===== src/rtl/bus_pkg.sv =====
// Shared types and constants for the bus interconnect: command struct, FSM states and
// master/slave count limits.
package bus_pkg;

  localparam int unsigned MAX_MASTERS = 4;
  localparam int unsigned MAX_SLAVES  = 4;
  localparam int unsigned IDX_W       = $clog2(MAX_MASTERS);

  typedef struct packed {
    logic [29:0] addr;
    logic        we;
    logic        mem_read;
    logic [3:0]  mask_byte;
    logic [31:0] wdata;
  } bus_cmd_t;

  typedef enum logic [1:0] {
    StIdle,
    StAccess,
    StResp,
    StErr
  } bus_state_e;

endpackage


===== src/rtl/rr_arbiter.sv =====
// Round-robin arbiter: one-hot grant to the first requester after last_grant_i, wrapping
// around through all N requesters.
module rr_arbiter
  import bus_pkg::*;
#(
  parameter int unsigned N = 2
) (
  input  logic [N-1:0]     req_i,
  input  logic [IDX_W-1:0] last_grant_i,
  output logic [N-1:0]     grant_o
);

  logic found;

  always_comb begin
    grant_o = '0;
    found   = 1'b0;
    for (int off = 1; off <= int'(N); off++) begin
      for (int i = 0; i < int'(N); i++) begin
        if (!found && req_i[i] && (i == (int'(last_grant_i) + off) % int'(N))) begin
          grant_o[i] = 1'b1;
          found      = 1'b1;
        end
      end
    end
  end

endmodule


===== src/rtl/bus_interconnect.sv =====
// Multi-master / multi-slave bus interconnect with round-robin arbitration and address decode.
// Optional ACCESS timeout is enabled by defining BUS_TIMEOUT_EN.
module bus_interconnect
  import bus_pkg::*;
#(
  parameter int unsigned N_MASTERS = 2,
  parameter int unsigned N_SLAVES  = 2,
  parameter int unsigned RAM_WIDTH = 8,
  parameter logic [N_SLAVES-1:0][31:0] SLAVE_BASE = {32'h100, 32'h0},
  parameter logic [N_SLAVES-1:0][31:0] SLAVE_SIZE = {32'd4, 32'(2 ** RAM_WIDTH)},
  parameter int unsigned TIMEOUT_CYCLES = 16
) (
  input  logic                    clk_i,
  input  logic                    rst_ni,
  input  logic [N_MASTERS-1:0]    m_req_i,
  input  logic [N_MASTERS*30-1:0] m_addr_i,
  input  logic [N_MASTERS-1:0]    m_we_i,
  input  logic [N_MASTERS-1:0]    m_mem_read_i,
  input  logic [N_MASTERS*4-1:0]  m_mask_byte_i,
  input  logic [N_MASTERS*32-1:0] m_wdata_i,
  output logic [N_MASTERS-1:0]    m_gnt_o,
  output logic [N_MASTERS-1:0]    m_rsp_valid_o,
  output logic [31:0]             m_rdata_o,
  output logic                    m_err_o,
  output logic [N_SLAVES-1:0]     s_sel_o,
  output logic [29:0]             s_addr_o,
  output logic                    s_we_o,
  output logic                    s_mem_read_o,
  output logic [3:0]              s_mask_byte_o,
  output logic [31:0]             s_wdata_o,
  input  logic [N_SLAVES*32-1:0]  s_rdata_i,
  input  logic [N_SLAVES-1:0]     s_rsp_valid_i,
  output logic                    busy_o
);

  bus_state_e       state_q, state_d;
  bus_cmd_t         cmd_q, cmd_d, sel_cmd;
  logic [IDX_W-1:0] owner_q, owner_d, slave_q, slave_d, last_q, last_d;
  logic [31:0]      rdata_q, rdata_d;
  logic             err_wait_q, err_wait_d;
  logic [N_MASTERS-1:0] arb_grant;
  logic [IDX_W-1:0] gnt_idx, hit_idx;
  logic             hit, rsp_hit, err_rsp;
  logic [31:0]      rsp_data;
  logic [32:0]      addr_ext, base_ext, lim_ext;

`ifdef BUS_TIMEOUT_EN
  localparam int unsigned CntW = $clog2(TIMEOUT_CYCLES + 1);
  logic [CntW-1:0] cnt_q, cnt_d;
`endif

  rr_arbiter #(
    .N(N_MASTERS)
  ) u_arb (
    .req_i       (m_req_i),
    .last_grant_i(last_q),
    .grant_o     (arb_grant)
  );

  // Winning master's command and the slave it decodes to.
  always_comb begin
    gnt_idx = '0;
    sel_cmd = '0;
    for (int i = 0; i < int'(N_MASTERS); i++) begin
      if (arb_grant[i]) begin
        gnt_idx = IDX_W'(i);
        sel_cmd = '{addr: m_addr_i[i*30 +: 30], we: m_we_i[i], mem_read: m_mem_read_i[i],
                    mask_byte: m_mask_byte_i[i*4 +: 4], wdata: m_wdata_i[i*32 +: 32]};
      end
    end
    hit      = 1'b0;
    hit_idx  = '0;
    addr_ext = {3'b000, sel_cmd.addr};
    base_ext = '0;
    lim_ext  = '0;
    // Descending scan so the lowest matching slave wins on overlap.
    for (int k = int'(N_SLAVES) - 1; k >= 0; k--) begin
      base_ext = {1'b0, SLAVE_BASE[k]};
      lim_ext  = base_ext + {1'b0, SLAVE_SIZE[k]};
      if (addr_ext >= base_ext && addr_ext < lim_ext) begin
        hit     = 1'b1;
        hit_idx = IDX_W'(k);
      end
    end
  end

  // Only the selected slave's response is observed.
  always_comb begin
    rsp_hit  = 1'b0;
    rsp_data = '0;
    for (int k = 0; k < int'(N_SLAVES); k++) begin
      if (slave_q == IDX_W'(k)) begin
        rsp_hit  = s_rsp_valid_i[k];
        rsp_data = s_rdata_i[k*32 +: 32];
      end
    end
  end

  always_comb begin
    state_d    = state_q;
    cmd_d      = cmd_q;
    owner_d    = owner_q;
    slave_d    = slave_q;
    last_d     = last_q;
    rdata_d    = rdata_q;
    err_wait_d = 1'b0;
`ifdef BUS_TIMEOUT_EN
    cnt_d      = '0;
`endif
    unique case (state_q)
      StIdle: begin
        if (|m_req_i) begin
          cmd_d   = sel_cmd;
          owner_d = gnt_idx;
          last_d  = gnt_idx;
          if (hit) begin
            slave_d = hit_idx;
            state_d = StAccess;
          end else begin
            // Decode misses spend one silent cycle so errors land at the same latency as hits.
            state_d    = StErr;
            err_wait_d = 1'b1;
          end
        end
      end
      StAccess: begin
        if (rsp_hit) begin
          rdata_d = rsp_data;
          state_d = StResp;
        end
`ifdef BUS_TIMEOUT_EN
        else if (cnt_q == CntW'(TIMEOUT_CYCLES - 1)) begin
          state_d = StErr;
        end else begin
          cnt_d = cnt_q + 1'b1;
        end
`endif
      end
      StResp:  state_d = StIdle;
      StErr:   if (!err_wait_q) state_d = StIdle;
      default: state_d = StIdle;
    endcase
  end

  always_ff @(posedge clk_i or negedge rst_ni) begin
    if (!rst_ni) begin
      state_q    <= StIdle;
      cmd_q      <= '0;
      owner_q    <= '0;
      slave_q    <= '0;
      last_q     <= IDX_W'(N_MASTERS - 1);
      rdata_q    <= '0;
      err_wait_q <= 1'b0;
`ifdef BUS_TIMEOUT_EN
      cnt_q      <= '0;
`endif
    end else begin
      state_q    <= state_d;
      cmd_q      <= cmd_d;
      owner_q    <= owner_d;
      slave_q    <= slave_d;
      last_q     <= last_d;
      rdata_q    <= rdata_d;
      err_wait_q <= err_wait_d;
`ifdef BUS_TIMEOUT_EN
      cnt_q      <= cnt_d;
`endif
    end
  end

  always_comb begin
    err_rsp   = (state_q == StErr) && !err_wait_q;
    m_gnt_o   = (state_q == StIdle && rst_ni) ? arb_grant : '0;
    m_rdata_o = (state_q == StResp) ? rdata_q : '0;
    m_err_o   = err_rsp;
    busy_o    = (state_q != StIdle);
    for (int i = 0; i < int'(N_MASTERS); i++) begin
      m_rsp_valid_o[i] = ((state_q == StResp) || err_rsp) && (owner_q == IDX_W'(i));
    end
    for (int k = 0; k < int'(N_SLAVES); k++) begin
      s_sel_o[k] = (state_q == StAccess) && (slave_q == IDX_W'(k));
    end
    s_addr_o      = cmd_q.addr;
    s_wdata_o     = cmd_q.wdata;
    s_we_o        = (state_q == StAccess) && cmd_q.we;
    s_mem_read_o  = (state_q == StAccess) && cmd_q.mem_read;
    s_mask_byte_o = (state_q == StAccess) ? cmd_q.mask_byte : 4'h0;
  end

endmodule


===== config.mk =====
export PLATFORM = sky130hd
export DESIGN_NAME = bus_interconnect
export DESIGN_NICKNAME = d
export VERILOG_FILES = /design/src/rtl/bus_pkg.sv /design/src/rtl/rr_arbiter.sv /design/src/rtl/bus_interconnect.sv
export SDC_FILE = /design/constraint.sdc
export NUM_CORES = 1
export LEC_CHECK = 0
export ABC_AREA = 1
export CAP_MARGIN = 15
export CORE_MARGIN = 2
export CORE_UTILIZATION = 40
export DETAILED_ROUTE_END_ITERATION = 7
export PLACE_DENSITY_LB_ADDON = 0.25
export SLEW_MARGIN = 20
export SYNTH_ARGS = -nofsm -noshare
export SYNTH_HDL_FRONTEND = slang
export SYNTH_SLANG_ARGS = --single-unit
export TNS_END_PERCENT = 30

===== constraint.sdc =====
create_clock -name clk_i -period 3.1 [get_ports clk_i]
set_input_delay 0.775 -clock clk_i [delete_from_list [all_inputs] [get_ports clk_i]]
set_output_delay 0.775 -clock clk_i [all_outputs]
set_load 0.1 [all_outputs]

==> results.toml, run 1 <==
[status]
run_status = "completed"

[routing]
vias = 6170
final_antenna_net_count = 0
drcViolationCount = 0
drt_iter0_markers = 381
drt-vias-per-instance = 4.94
drt-total-wl_um = 19900
dr.pass1.iters = 5
avgRoutedWirePerCell_um = 15.9

[clock_tree]
ctsResizeCount = 0
cts_tree = "done"
clockBufferDepth = 2
holdBufCountCts = 0
post-cts-setup-buffers = 0
cts.sinks = 106
clk_pin_slew_ns = 0.07
numCtsBuffers = 9
ctsHtreeMaxLevel = 3
cts-root-buf = "clkbuf_16"
insertion_delay_ns = 0.35

[setup_path]
worst_ep_required_time_ns = 2.32
worst_setup_path_start_kind = "register"
slowest_stage = "dfrtp_1"
critPathMaxFanout = 19
slowest_delay_ns = 0.43
end_kind = "primary output"
crit_arrival_ns = 2.08
setup.worst_path.class = "reg -> out"
path_cells = "inv_1 > nand2_1 > buf_4 > nor2_1 > buf_12"

[place]
gp_congestion = 0.836
dp_hpwl_um = 14700
place_inst = 1233
port_buffers = 313
post-place-ws_ns = 0.321

[finish]
final_nets = 1262
stdcell_count = 1249
final_util_pct = 62.2
regArea_um2 = 2650
fill_cells = 1327
area_growth_pct = 52.8
multi_input_area_um2 = 2480
drive_above_1_share_pct = 15.2
final_cell_mix = "clkdlybuf4s50_1 (204), nand2_1 (189), nand3_1 (164), dfrtp_1 (105), nor2_1 (91)"
diodes = 0
layout_commonest_cell = "clkdlybuf4s50_1"

[timing]
setup_violations = 0
finalWorstSetupSlack_ns = 0.243
drv_slew = 0
relSlewSlack_pct = 40.5
rsz0062_at_grt = "false"
max_freq_mhz = 350
skew_ns = 0.00564
finalSetupTns_ns = 0
finalHoldViolations = 0
fin_crit_sh_pct = 92.2
tightest_slew_ns = 0.893
period_needed_ns = 2.86

[global_routing]
grt_max_degree = 74
grt.busiest_layer = "met2"
grt_pass1_wl_um = 30400
grt_util_met1_pct = 31.2
grt_use_met2_pct = 38.6
met3_usage_pct = 5.59
grt_usage_pct = 23.9
antenna_found_initial = 1
grt_overflow = 0
first_global_vias = 5664

[floorplanning]
initial_core_util_pct = 40.7
io_pins = 314
fp.dieArea_um2 = 16400
core_um2 = 15100
die_h_um = 128
fp.dieW_um = 128
std_cell_rows = 45

[synth]
syn_area_um2 = 6140
synthTopCellsByArea = "dfrtp_1 (43%), nand3_1 (13%), nand2_1 (12%)"
yosysSeqAreaShare_pct = 43.2
ys_ff_latch = 106
ys_warn_count = 0
synth_fp_nets = 1037
syn_inst = 831
synth_area_per_cell_um2 = 7.39
synth_edf_count = 0
yosysUniqueCellTypes = 28
yosysTopAreaCell = "dfrtp_1"
synth_top_area_share_pct = 42.8
async_flop_share_pct = 100
synth_flop_cell = "dfrtp_1"

[job]
maxCapViolCount = 0

[hold_path]
min_path_type = "reg -> reg"
worst max-delay path: cells and delay by family (launching register included):
kind                   cells  cell delay [ns]
buffers and inverters      3             0.72
DFF                        1             0.43
and+or+nand+nor            2             0.57
metrics by stage:
| stage | instance area (um^2) | hold slack (ns) |
|---|---|---|
| after floorplan | 6140 | 0.453 |
| after global placement | 9090 | 0.466 |
| after detailed placement | 9090 | 0.470 |
| after CTS | 9380 | 0.488 |
| after global routing | 9380 | 0.505 |
| final | 9380 | 0.483 |
final cells by class:
class	count	share of cell area [%]
Clock buffer	12	2.84
Multi-Input combinational cell	536	26.4
Inverter	73	2.92
Timing Repair Buffer	330	36.8
Tap cell	188	2.51
Clock inverter	4	0.267
Sequential cell	106	28.3
state kept, by name, summed over array words and instances, names as in the netlist:
name	flops
last_q	1
err_wait_q	1
s_wdata_o	32
cmd_q	6
s_addr_o	30
state_q	2
rdata_q	32
slave_q	1
owner_q	1
cells in the mapped netlist (3+ instances only):
| cell type | count |
|---|---|
| clkbuf_1 | 31 |
| buf_6 | 5 |
| a31oi_1 | 40 |
| inv_1 | 69 |
| inv_2 | 3 |
| buf_4 | 65 |
| o211ai_1 | 6 |
| nand2_1 | 189 |
| nor2_1 | 92 |
| nand3_2 | 5 |
| buf_2 | 11 |
| o21ai_0 | 24 |
| buf_1 | 3 |
| dfrtp_1 | 105 |
| nand3_1 | 164 |
kinds of logic after synthesis:
kind of cell           Yosys count  share of synthesized area, %
buffers and inverters          189                          16.6
AOI/OAI and AO/OA               73                          7.07
DFF                            106                          43.2
and+or+nand+nor                463                          33.1
per-layer routing:
| layer | wire length [um] | share of wire [%] |
|---|---|---|
| met5 | 11 | 0.055 |
| met2 | 9360 | 47 |
| met4 | 624 | 3.1 |
| met3 | 1520 | 7.6 |
| met1 | 8340 | 42 |
path summary, 6_finish.rpt:
| kind | start | to | slack, ns | cells past startpoint |
|---|---|---|---|---|
| hold / removal | s_wdata_o[7] | s_wdata_o[7] | 0.48 | 2 |
| setup / recovery | state_q[0] | m_rdata_o[1] | 0.24 | 5 |
| setup reg to reg | slave_q[0] | rdata_q[4] | 1.09 | 9 |
| hold reg to reg | s_wdata_o[7] | s_wdata_o[7] | 0.48 | 2 |
| min in group asynchronous | rst_ni | s_addr_o[14] | 0.51 | 2 |
| max in group asynchronous | rst_ni | rdata_q[14] | 1.86 | 2 |
Power of run 1 is left out: the tool's default activity adds up to more than one toggle a clock period on the data nets, which glitch-free logic cannot reach.
==> inputs of run 2 (changes only) <==
--- a/config.mk
+++ b/config.mk
@@ -8,7 +8,7 @@
 export ABC_AREA = 1
 export CAP_MARGIN = 15
 export CORE_MARGIN = 2
-export CORE_UTILIZATION = 40
+export CORE_UTILIZATION = 44
 export DETAILED_ROUTE_END_ITERATION = 7
 export PLACE_DENSITY_LB_ADDON = 0.25
 export SLEW_MARGIN = 20
==> run 2 against run 1 <==
Global-route usage is 2.8 points higher. Via count up 1.7%. Cell count is 0.56% lower.
==> results.toml, run 2 (synthesized netlist as in run 1, its figures left out) <==
[floorplanning]
die_h_um = 122
core_um2 = 13800
std_cell_rows = 43
io_pins = 314
initial_core_util_pct = 44.6
fp.dieW_um = 122
fp.dieArea_um2 = 14900

[clock_tree]
cts_tree = "done"
ctsHtreeMaxLevel = 3
cts-root-buf = "clkbuf_16"
clk_pin_slew_ns = 0.07
insertion_delay_ns = 0.36
post-cts-setup-buffers = 0
ctsResizeCount = 0
numCtsBuffers = 9
cts.sinks = 106
clockBufferDepth = 2
holdBufCountCts = 0

[timing]
fin_crit_sh_pct = 91.2
rsz0062_at_grt = "false"
skew_ns = 0.00822
max_freq_mhz = 354
relSlewSlack_pct = 48.2
finalWorstSetupSlack_ns = 0.271
setup_violations = 0
tightest_slew_ns = 0.776
finalSetupTns_ns = 0
drv_slew = 0
finalHoldViolations = 0
period_needed_ns = 2.83

[routing]
dr.pass1.iters = 6
final_antenna_net_count = 0
vias = 6277
drcViolationCount = 0
avgRoutedWirePerCell_um = 16.1
drt_iter0_markers = 383
drt-total-wl_um = 19900
drt-vias-per-instance = 5.05

[hold_path]
min_path_type = "in -> async"

[global_routing]
grt_usage_pct = 26.7
grt_pass1_wl_um = 30900
antenna_found_initial = 0
grt_max_degree = 61
first_global_vias = 6037
grt_overflow = 0

[setup_path]
setup.worst_path.class = "in -> out"
critPathMaxFanout = 5
worst_setup_path_start_kind = "input port"
worst_ep_required_time_ns = 2.32
end_kind = "primary output"
crit_arrival_ns = 2.05

[finish]
layout_commonest_cell = "clkdlybuf4s50_1"
final_util_pct = 68.3
drive_above_1_share_pct = 15.2
diodes = 0
final_cell_mix = "clkdlybuf4s50_1 (204), nand2_1 (189), nand3_1 (164), dfrtp_1 (105), nor2_1 (91)"
stdcell_count = 1242
area_growth_pct = 53.3
final_nets = 1263

[status]
run_status = "completed"

[place]
gp_congestion = 0.924
post-place-ws_ns = 0.240
dp_hpwl_um = 14800
port_buffers = 313
place_inst = 1226

[job]
maxCapViolCount = 0
-- run 2: area by class of cell --
class,count,area [um^2]
multi-input combinational,536,2480
timing repair buffer,331,3460
tap,180,225
clock buffer,11,243
fill,1176,4370
inverter,73,274
sequential,106,2650
clock inverter,5,77.6
-- run 2: critical path: stages --
cell and delay [ns]:
clkdlybuf4s50_1 0.58, nand2_1 0.17, o21ai_2 0.11, and3_1 0.22
buf_12 0.18
-- run 2: final timing paths --
| kind | endpoint | startpoint | slack, ns | depth (start not counted) |
|---|---|---|---|---|
| max in group asynchronous | s_addr_o[1] | rst_ni | 1.31 | 3 |
| setup / recovery | m_gnt_o[0] | m_req_i[0] | 0.27 | 5 |
| hold / removal | s_addr_o[16] | rst_ni | 0.26 | 1 |
| min in group clk_i | s_wdata_o[21] | s_wdata_o[21] | 0.48 | 2 |
| hold reg to reg | s_wdata_o[21] | s_wdata_o[21] | 0.48 | 2 |
| setup reg to reg | state_q[1] | last_q[0] | 1.16 | 12 |
-- run 2: per-stage QoR --
stage / area, um^2 / hold WS, ns
after floorplan: 6140 / 0.453
after global placement: 9090 / 0.466
after detailed placement: 9090 / 0.470
after CTS: 9410 / 0.256
after global routing: 9410 / 0.268
final: 9410 / 0.258
-- run 2: per-layer routing --
| metal | part of all wire, % | vias up | global-route usage (%) |
|---|---|---|---|
| met1 | 39 | 2895 | 32.4 |
| met3 | 8.4 | 40 | 7.30 |
| met5 | 0 | - | 0 |
| met4 | 3.1 | 0 | 10.8 |
| met2 | 49 | 270 | 45.1 |
| li1 | - | 3072 | - |
Power of run 2 is left out for the same reason.
==> inputs of run 3 (changes only) <==
--- a/config.mk
+++ b/config.mk
@@ -11,6 +11,7 @@
 export CORE_UTILIZATION = 44
 export DETAILED_ROUTE_END_ITERATION = 7
 export PLACE_DENSITY_LB_ADDON = 0.25
+export REMOVE_ABC_BUFFERS = 1
 export SLEW_MARGIN = 20
 export SYNTH_ARGS = -nofsm -noshare
 export SYNTH_HDL_FRONTEND = slang
==> run 3 against run 2 <==
Die area is the same. Hold slack better by 0.055 ns. Routed wire length is 0.17% higher. Critical path type unchanged.
==> results.toml, run 3 (synthesized netlist as in run 1, its figures left out) <==
[status]
run_status = "completed"

[timing]
rsz0062_at_grt = "false"
finalHoldViolations = 0
finalSetupTns_ns = 0
fin_crit_sh_pct = 92.5
setup_violations = 0
drv_slew = 0
relSlewSlack_pct = 47.8
max_freq_mhz = 349
skew_ns = 0.0137
tightest_slew_ns = 0.783
hold_slack_ns = 0.313
period_needed_ns = 2.87

[job]
maxCapViolCount = 0

[finish]
finalInstanceArea_um2 = 9380
area_growth_pct = 52.9
final_cell_mix = "clkdlybuf4s50_1 (204), nand2_1 (189), nand3_1 (164), dfrtp_1 (105)"
multi_input_area_um2 = 2470
diodes = 0
stdcell_count = 1242
layout_commonest_cell = "clkdlybuf4s50_1"
final_nets = 1264
drive_above_1_share_pct = 15.1
regArea_um2 = 2650
fill_cells = 1178

[setup_path]
ff2ff_setup_slack_ns = 1.17
path_cells = "clkdlybuf4s50_1 > nand2_1 > nor2_1 > buf_12"
crit_arrival_ns = 2.09
end_kind = "primary output"
critPathMaxFanout = 7
worst_setup_path_start_kind = "input port"
slowest_stage = "clkdlybuf4s50_1"
timing.rr.start = "last_q[0]"
slowest_delay_ns = 0.64
reg2reg_depth = 10
worst_ep_required_time_ns = 2.32
r2r_end = "slave_q[0]"
setup.worst_path.class = "in -> out"

[clock_tree]
insertion_delay_ns = 0.34
cts_tree = "done"
cts-root-buf = "clkbuf_16"
cts.sinks = 106
post-cts-setup-buffers = 0
ctsResizeCount = 0
ctsHtreeMaxLevel = 3
clk_pin_slew_ns = 0.07
numCtsBuffers = 9
clockBufferDepth = 2
holdBufCountCts = 0

[routing]
vias = 6294
final_antenna_net_count = 0
dr.pass1.iters = 5
drt_iter0_markers = 362
drt-total-wl_um = 20000
drcViolationCount = 0
avgRoutedWirePerCell_um = 16.1
drt-vias-per-instance = 5.07

[place]
gp_congestion = 0.838
place_area_um2 = 9090
dp_hpwl_um = 15000
place_inst = 1227
port_buffers = 313

[hold_path]
min_path_type = "in -> async"

[global_routing]
grt_usage_pct = 26.3
grt_use_met2_pct = 43.4
met3_usage_pct = 7.40
grt_pass1_wl_um = 30600
grt_util_met1_pct = 32.3
grt_overflow = 0
grt.busiest_layer = "met2"
grt_max_degree = 65
antenna_found_initial = 0
first_global_vias = 6041

[floorplanning]
fp.dieArea_um2 = 14900
fp.dieW_um = 122
initial_core_util_pct = 44.6
std_cell_rows = 43
core_um2 = 13800
io_pins = 314
die_h_um = 122
-- run 3: worst max-delay path: cells and delay by family --
family | cells | cell delay (ns)
and+or+nand+nor | 2 | 0.47
buffers and inverters | 2 | 0.84
-- run 3: worst max-delay path by stage --
stage / start / to / slack (ns) / cells past startpoint
floorplan: state_q[1] / s_addr_o[10] / -2.96 / 6
global placement: m_req_i[1] / m_gnt_o[1] / 0.26 / 4
detailed placement: m_req_i[1] / m_gnt_o[1] / 0.24 / 4
CTS: m_req_i[1] / m_gnt_o[1] / 0.23 / 4
global route: m_req_i[1] / m_gnt_o[1] / 0.17 / 4
finish: m_req_i[1] / m_gnt_o[1] / 0.23 / 4
-- run 3: layer usage --
layer / vias up / part of all wire [%]
met5: - / 0
met4: 0 / 4.2
met3: 51 / 8.8
met2: 265 / 47
met1: 2905 / 40
li1: 3073 / -
-- run 3: cell type report --
cell class | count | share of cell area (%)
tap | 180 | 2.40
multi-input combinational | 536 | 26.3
timing repair buffer | 332 | 36.9
clock buffer | 11 | 2.59
sequential | 106 | 28.3
inverter | 73 | 2.92
clock inverter | 4 | 0.547
-- run 3: through the flow --
stage | setup WS (ns) | utilization [%]
2_1_floorplan | -2.96 | -
5_1_grt | 0.171 | 68.1
4_1_cts | 0.232 | 68.1
3_5_place_dp | 0.238 | 66.0
6_report | 0.232 | 68.1
3_3_place_gp | 0.265 | 66.0
Power of run 3 is left out for the same reason.
